--- src/rtl/alu_pkg.sv ---
// Shared types and constants for the two-requester ALU arbiter and its datapath.
package alu_pkg;

  localparam int NUM_REQ = 2;

  typedef enum logic [1:0] {
    ADD = 2'b00,
    SUB = 2'b01,
    AND = 2'b10,
    OR  = 2'b11
  } alu_op_t;

  // Bit positions inside the {N,Z,C,V} flag nibble.
  localparam int FLAG_N = 3;
  localparam int FLAG_Z = 2;
  localparam int FLAG_C = 1;
  localparam int FLAG_V = 0;

  typedef enum logic {
    IDLE = 1'b0,
    HOLD = 1'b1
  } arb_state_t;

endpackage

--- src/rtl/alu.sv ---
// Combinational 32-bit ALU: ADD/SUB/AND/OR with {N,Z,C,V} flags.
// Zero latency; no flow control.
module alu
  import alu_pkg::*;
(
  input  alu_op_t     op,
  input  logic [31:0] a,
  input  logic [31:0] b,
  output logic [31:0] result,
  output logic [3:0]  flags
);

  logic [32:0] sum;
  logic [32:0] diff;
  logic        carry;
  logic        ovf;

  assign sum  = {1'b0, a} + {1'b0, b};
  // a + ~b + 1: bit 32 is the not-borrow, i.e. set when a >= b unsigned.
  assign diff = {1'b0, a} + {1'b0, ~b} + 33'd1;

  always_comb begin
    result = sum[31:0];
    carry  = 1'b0;
    ovf    = 1'b0;
    case (op)
      ADD: begin
        result = sum[31:0];
        carry  = sum[32];
        ovf    = (a[31] == b[31]) && (sum[31] != a[31]);
      end
      SUB: begin
        result = diff[31:0];
        carry  = diff[32];
        ovf    = (a[31] != b[31]) && (diff[31] != a[31]);
      end
      AND: result = a & b;
      OR:  result = a | b;
      default: ;
    endcase
  end

  always_comb begin
    flags         = 4'b0000;
    flags[FLAG_N] = result[31];
    flags[FLAG_Z] = (result == 32'd0);
    flags[FLAG_C] = carry;
    flags[FLAG_V] = ovf;
  end

endmodule

--- src/rtl/alu_arbiter.sv ---
// Round-robin arbiter sharing one ALU between two requesters; result registered, 1-cycle latency.
// Response held stable while rsp_ready=0 (req_ready=00 then); drains and refills in the same cycle.
module alu_arbiter #(
  parameter int NUM_REQ = 2
) (
  input  logic                     clk,
  input  logic                     reset,
  input  logic [NUM_REQ-1:0]       req_valid,
  output logic [NUM_REQ-1:0]       req_ready,
  input  logic [NUM_REQ-1:0][1:0]  req_op,
  input  logic [NUM_REQ-1:0][31:0] req_a,
  input  logic [NUM_REQ-1:0][31:0] req_b,
  output logic                     rsp_valid,
  input  logic                     rsp_ready,
  output logic                     rsp_id,
  output logic [31:0]              rsp_result,
  output logic [3:0]               rsp_flags,
  output logic [15:0]              op_count
);

  import alu_pkg::*;

  arb_state_t  state;
  arb_state_t  state_nxt;
  logic        ptr;          // requester that wins the next tie
  logic        gnt;
  logic        accept_ok;
  logic        accept;
  logic [31:0] alu_result;
  logic [3:0]  alu_flags;

  always_comb begin
    gnt = ptr;
    if (req_valid[0] && !req_valid[1])
      gnt = 1'b0;
    else if (req_valid[1] && !req_valid[0])
      gnt = 1'b1;
  end

  assign accept_ok = reset && ((state == IDLE) || rsp_ready);
  assign accept    = |(req_valid & req_ready);

  alu u_alu (
    .op     (alu_op_t'(req_op[gnt])),
    .a      (req_a[gnt]),
    .b      (req_b[gnt]),
    .result (alu_result),
    .flags  (alu_flags)
  );

  always_ff @(posedge clk) begin
    if (!reset)
      state <= IDLE;
    else
      state <= state_nxt;
  end

  always_comb begin
    state_nxt = state;
    case (state)
      IDLE: if (accept) state_nxt = HOLD;
      HOLD: if (rsp_ready && !accept) state_nxt = IDLE;
      default: state_nxt = IDLE;
    endcase
  end

  always_comb begin
    req_ready = '0;
    if (accept_ok && (|req_valid))
      req_ready[gnt] = 1'b1;
    rsp_valid = (state == HOLD);
  end

  always_ff @(posedge clk) begin
    if (!reset) begin
      ptr        <= 1'b0;
      rsp_id     <= 1'b0;
      rsp_result <= 32'd0;
      rsp_flags  <= 4'd0;
      op_count   <= 16'd0;
    end else begin
      if (accept) begin
        ptr        <= ~gnt;
        rsp_id     <= gnt;
        rsp_result <= alu_result;
        rsp_flags  <= alu_flags;
      end
      if (rsp_valid && rsp_ready)
        op_count <= op_count + 16'd1;
    end
  end

endmodule

--- config.mk ---
export PLATFORM = sky130hd
export DESIGN_NAME = alu_arbiter
export DESIGN_NICKNAME = d
export VERILOG_FILES = /design/src/rtl/alu_pkg.sv /design/src/rtl/alu.sv /design/src/rtl/alu_arbiter.sv
export SDC_FILE = /design/constraint.sdc
export NUM_CORES = 1
export LEC_CHECK = 0
export BUFFER_PORTS_ARGS = -buffer_cell sky130_fd_sc_hd__buf_2
export CAP_MARGIN = 20
export CORE_MARGIN = 2
export CORE_UTILIZATION = 55
export CTS_BUF_LIST = sky130_fd_sc_hd__clkbuf_8
export CTS_CLUSTER_DIAMETER = 40
export CTS_CLUSTER_SIZE = 28
export DETAILED_ROUTE_END_ITERATION = 10
export PLACE_DENSITY = 0.84
export SLEW_MARGIN = 25
export SYNTH_ARGS = -nofsm -noshare
export SYNTH_HDL_FRONTEND = slang
export SYNTH_SLANG_ARGS = --single-unit
--- constraint.sdc ---
create_clock -name clk -period 12.2 [get_ports clk]
set_clock_uncertainty 0.2 [all_clocks]
set_input_delay 1.83 -clock clk [delete_from_list [all_inputs] [get_ports clk]]
set_output_delay 1.83 -clock clk [all_outputs]
set_load 0.005 [all_outputs]
; ---- Yosys cells after proc, flatten, opt, wreduce, memory -nomap -nowiden
; Index checks and enable logic that the tools add are counted.
[word_totals]
register_bits = 55
latchBits = 0
mem_bits_rw = 0
mem_bits_ro = 0
wordCells = 59
mem_count = 0
[op_classes]
add_sub_neg = 4
multipliers = 0
n_div = 0
order_cmp = 2
n_eq_ne = 7
shifts = 0
n_mux = 17
n_bitwise = 6
n_reduce_logical = 17
[op_table]
columns = cell, count
row1 = 2-to-1 mux 32 bit, 4
row2 = case mux 32 bit (4 select lines), 1
row3 = adder 32 x 32 -> 33 bit, 2
row4 = "adder 33 x 1 -> 33 bit, second input constant", 1
row5 = AND 32 bit, 1
row6 = logical NOT 32 bit, 1
row7 = NOT 32 bit, 1
row8 = OR 32 bit, 1
row9 = "adder 16 x 1 -> 16 bit, second input constant", 1
row10 = logical AND 1 bit, 9
row11 = 2-to-1 mux 2 bit, 3
row12 = case mux 1 bit (2 select lines), 3
row13 = 2-to-1 mux 1 bit, 5
row14 = "== test 2 bit, second input constant", 2
row15 = OR reduction 2 bit, 2
row16 = logical NOT 1 bit, 3
row17 = inequality test 1 bit, 3
row18 = AND 2 bit, 1
row19 = "== test 2 x 1 -> 1 bit, second input constant", 1
row20 = logical NOT 2 bit, 1
row21 = "< comparator 1 x 2 -> 1 bit, second input constant", 1
row22 = NOT 1 bit, 2
row23 = demux 1 bit (select 1 bit), 1
row24 = == test 1 bit, 1
row25 = 2 further kinds, 2

; ---- Depth between registers and ports, before layout
[depth]
word_depth = 15
depth_mapped = 21

; ---- Modules after synthesis
; A second synthesis with hierarchy kept.
[unflattened]
cells_unflattened = 1097
area_unflattened_um2 = 8040.2
[modules_own_cells]
columns = mod, n_inst, cells_per_inst, area_per_inst_um2, seq_area_each_um2
row1 = alu, 1, 768, 5053.6, 0.0
row2 = alu_arbiter, 1, 329, 2986.6, 1101.1

; ---- Worst setup path after synthesis
; Ideal clock, no wire load.
[synth_timing]
path_type = input to register
from = input port req_valid[1]
to = register rsp_flags[2]
t_arrival_ns = 5.839
t_required_ns = 11.931
path_slack_ns = 6.092
stages = 19
path_buffers = 3
cell_sequence = nor2b_2 -> a21o_1 -> buf_2 -> buf_1 -> mux2_2 -> ha_1 -> buf_6 -> or3_4 -> or3_1 -> a31oi_2 -> o41ai_2 -> o21ai_4 -> nand2_1 -> a211o_1 -> nor3_1 -> nand4_1 -> nor4b_2 -> nand4b_1 -> o21ai_1
[synth_via]
elab_chain_cells = 10
elab_cells_between_ends = 33
classes_between = add/sub (3) / order compare (2) / eq/ne (3) / mux (12) / bitwise (4) / reduce/logical (9)
[synth_lines]
columns = element, line
row1 = from (decl), alu_arbiter.sv:8  ; input logic [NUM_REQ-1:0] req_valid,
row2 = logical AND 1 bit or logical NOT 1 bit (tied branches), "alu_arbiter.sv:36, alu_arbiter.sv:34"
row3 = 2-to-1 mux 1 bit or logical AND 1 bit (tied branches), "alu_arbiter.sv:36, alu_arbiter.sv:34"
row4 = 2-to-1 mux 1 bit, alu_arbiter.sv:34  ; if (req_valid[0] && !req_valid[1])
row5 = "2-to-1 mux 32 bit (not written as such), or another cell as far along", alu_arbiter.sv:46  ; .b (req_b[gnt]),
row6 = 2-to-1 mux 32 bit (not written as such) or logical AND 1 bit (tied branches), "alu_arbiter.sv:46, alu_arbiter.sv:70"
row7 = NOT 32 bit or 2-to-1 mux 1 bit (tied branches), "alu.sv:20, alu_arbiter.sv:70"
row8 = adder 32 x 32 -> 33 bit or demux 1 bit (select 1 bit) (tied branches), "alu.sv:20, alu_arbiter.sv:70"
row9 = adder 33 x 1 -> 33 bit or 2-to-1 mux 2 bit (tied branches), "alu.sv:20, alu_arbiter.sv:69"
row10 = case mux 32 bit (4 select lines) or AND 2 bit (tied branches), "alu.sv:26, alu_arbiter.sv:41"
row11 = logical NOT 32 bit or OR reduction 2 bit (tied branches), "alu.sv:46, alu_arbiter.sv:41"
row12 = to (signal assigned), alu_arbiter.sv:86  ; rsp_flags <= alu_flags;
row13 = to (decl), alu_arbiter.sv:17  ; output logic [3:0] rsp_flags,
; Several ways; a longest one is shown, not always the timed one. The select of a mux whose other input is x is not followed.
; A chain may end at the register's enable or synchronous reset.

; ---- Worst setup path after layout
; Ends and elaborated chain as after synthesis.

==> summary.txt <==
Post-CTS Resized: 0
Final Hold Fails: 0
Fin crit share: 0.575
Clock Latency Late Sink: 0.29 ns
WL/cell: 17.2 um
Sequential-to-total area share from yosys stat: 0.137
Antenna viol nets, final: 0
Synthesized area: 7900 um^2
Capture point of the worst reg-to-reg path: rsp_flags[2]
Num ports: 193
Place WS: 4.93 ns
Most common cell after layout, fill and taps aside: buf_2
Worst Hold End: rsp_id
Post-synthesis async set-or-reset flop share: 0
Worst hold path depth: 1
Final Setup Violations: 0
Max Fclk: 142 MHz
Hold_buf cts: 0
Largest net degree at the start of global routing: 54
Root buffer cell: clkbuf_8
Max-slew violation count: 0
Synthesized area per cell: 7.58 um^2
Post-synth EDFFs: 0
Post-Place Cell Area: 8820 um^2
Die Height: 124 um
Crit path time final: 7.02 ns
Die span in x: 124 um
CTS max path bufs: 2
Yosys reg bits: 54
Worst-case reg-to-reg path depth: 16
Crit end category: flip-flop
PortBufs: 192
Synth top area cells: ha_1, dfxtp_1, mux2_2
Status: completed
Initial antenna violation count: 0
Netlist cell types: 88
Syn Nets: 1276
Vias in the first global route: 7628
Row Count: 43
Max Cap Viol: 0
Total GRT Usage: 0.297
Design area: 8900 um^2
Post-synth top flop: dfxtp_1
Final wirelength: 23400 um
Dpl hpwl: 18600 um
Reg-to-reg startpoint: ptr
Post-route setup TNS: 0 ns
Die area: 15300 um^2
Setup Buffers After CTS: 0
Initial DRT Pass Iterations: 5
CTS tree: yes
Routability cong.: 0.974
Share of layout cells above drive strength 1: 0.250
Core area: 13900 um^2
Leak: 4.22 nW
P per Cell Area: 105 nW/um^2
Residual DRC: 0
Final worst slack: 5.18 ns
Clock sink count: 54
Final core utilization: 0.639
Synth warn: 0
First-pass GRT wire length: 36900 um
Area growth, synth to finish: 12.7%
Starting DRC count in detailed routing: 648
Clock transition at path regs: 0.08 ns
Hold Crit Class: flip-flop to flip-flop
Num CTS Buffers: 5
Antenna Cells: 0
HP Start: rsp_id
Type of origin of the critical path: input port
Via Count: 8324
Commonest cells after routing, fill and taps aside: buf_2, inv_1, ha_1
Measured slew at the worst slew-check pin: 0.784 ns
Post-layout nets: 1416
CP required: 12.23 ns
Initial core utilization: 0.567
VDD IR max: 0.0000637 V
Yosys top cell by area: ha_1
Vias per inst: 6.11
RSZ-0062 raised after global routing: no
Crit Path Category: input port to flip-flop
Relative slew margins: 0.474
Gate Count Post-Synth: 1042
WP data arrival: 7.05 ns
CP Max Fanout: 42
Post-synth top area share: 0.151
R2R setup slack: 6.59 ns
Number of H-tree levels: 2
Grt ovf: 0
[worst max-delay path by stage]
stage	from	end	slack, ns	cells after the start
2_1_floorplan	req_valid[1]	rsp_flags[2]	6.09	19
3_3_place_gp	req_valid[1]	rsp_flags[2]	5.06	18
3_5_place_dp	req_valid[1]	rsp_flags[2]	4.93	18
4_1_cts	req_valid[1]	rsp_flags[2]	5.22	18
5_1_grt	req_valid[1]	rsp_flags[2]	4.74	18
6_report	req_valid[1]	rsp_flags[2]	5.18	18
[critical path: stages]
cell	delay, ns
buf_2	0.13
nor2b_2	0.31
a21o_2	0.53
buf_4	0.55
mux2_2	0.43
ha_1	0.51
nand3_1	0.24
a2111oi_2	0.54
nand3_1	0.22
a21oi_1	0.23
o21bai_1	0.11
o21ai_0	0.29
a31oi_1	0.20
a31oi_1	0.26
nand2_1	0.10
nor4b_2	0.29
nand4b_1	0.12
o21ai_1	0.12
[cell usage after synthesis, types with 4 or more instances]
| master | instances |
|---|---|
| inv_1 | 97 |
| ha_1 | 95 |
| o21ai_0 | 67 |
| a21oi_1 | 66 |
| nand2_1 | 66 |
| mux2_2 | 61 |
| nor2_1 | 55 |
| dfxtp_1 | 54 |
| nand3_1 | 48 |
| xnor2_1 | 37 |
| clkbuf_1 | 29 |
| a21o_1 | 25 |
| o211ai_1 | 25 |
| a211oi_1 | 23 |
| and2_1 | 18 |
| buf_2 | 17 |
| o31ai_1 | 16 |
| nor2b_1 | 14 |
| nor3_1 | 13 |
| nand4_1 | 12 |
| buf_1 | 11 |
| a31oi_1 | 10 |
| and3_1 | 9 |
| mux2i_1 | 9 |
| nand2b_1 | 9 |
| o21a_1 | 9 |
| nor4_1 | 8 |
| o21ai_1 | 8 |
| o21bai_1 | 7 |
| xor2_1 | 7 |
| or3_1 | 6 |
| a211o_1 | 5 |
| buf_6 | 5 |
| a2111oi_0 | 4 |
| and4_1 | 4 |
| or2_2 | 4 |
[state kept, by name, indices dropped and copies added (netlist names)]
signal and count:
ptr 1, op_count 16, rsp_valid 1, rsp_flags 3, rsp_id 1, rsp_result 32
[metrics by stage]
stage                     cells  hold WS (ns)  power (W)
after floorplan            1042         0.242   0.000673
after global placement     1355         0.231   0.000831
after detailed placement   1355         0.240   0.000837
final                      1362         0.254   0.000937
after global routing       1362         0.276    0.00101
after CTS                  1362         0.260   0.000927
[layout make-up]
class                           instances  area, um^2
Clock buffer                            5        68.8
Fill cell                            1260        5030
Inverter                               97         364
Multi-Input combinational cell        826        6150
Clock inverter                          2        7.51
Tap cell                              180         225
Timing Repair Buffer                  198        1010
Sequential cell                        54        1080
[routing by layer]
metal	routed length (um)	global-route usage	part of all wire
met1	9910	0.390	0.42
met2	10900	0.509	0.47
met3	1780	0.0311	0.076
met4	751	0.0938	0.032
met5	0	0	0
[kinds of logic after synthesis]
family | count (synthesis) | synth area share
flops | 54 | 0.137
buf+inv | 162 | 0.0856
compound gates | 329 | 0.289
xor+xnor | 44 | 0.0488
fa+ha+maj | 97 | 0.156
mux | 70 | 0.0984
simple gates | 286 | 0.186
[report_power, final]
part	switching, W	total [W]	internal, W
registers	0.0000162	0.000216	0.000200
clock network	0.0000518	0.0000898	0.0000380
logic	0.000379	0.000631	0.000252
Power figures use the tool's default switching activity.
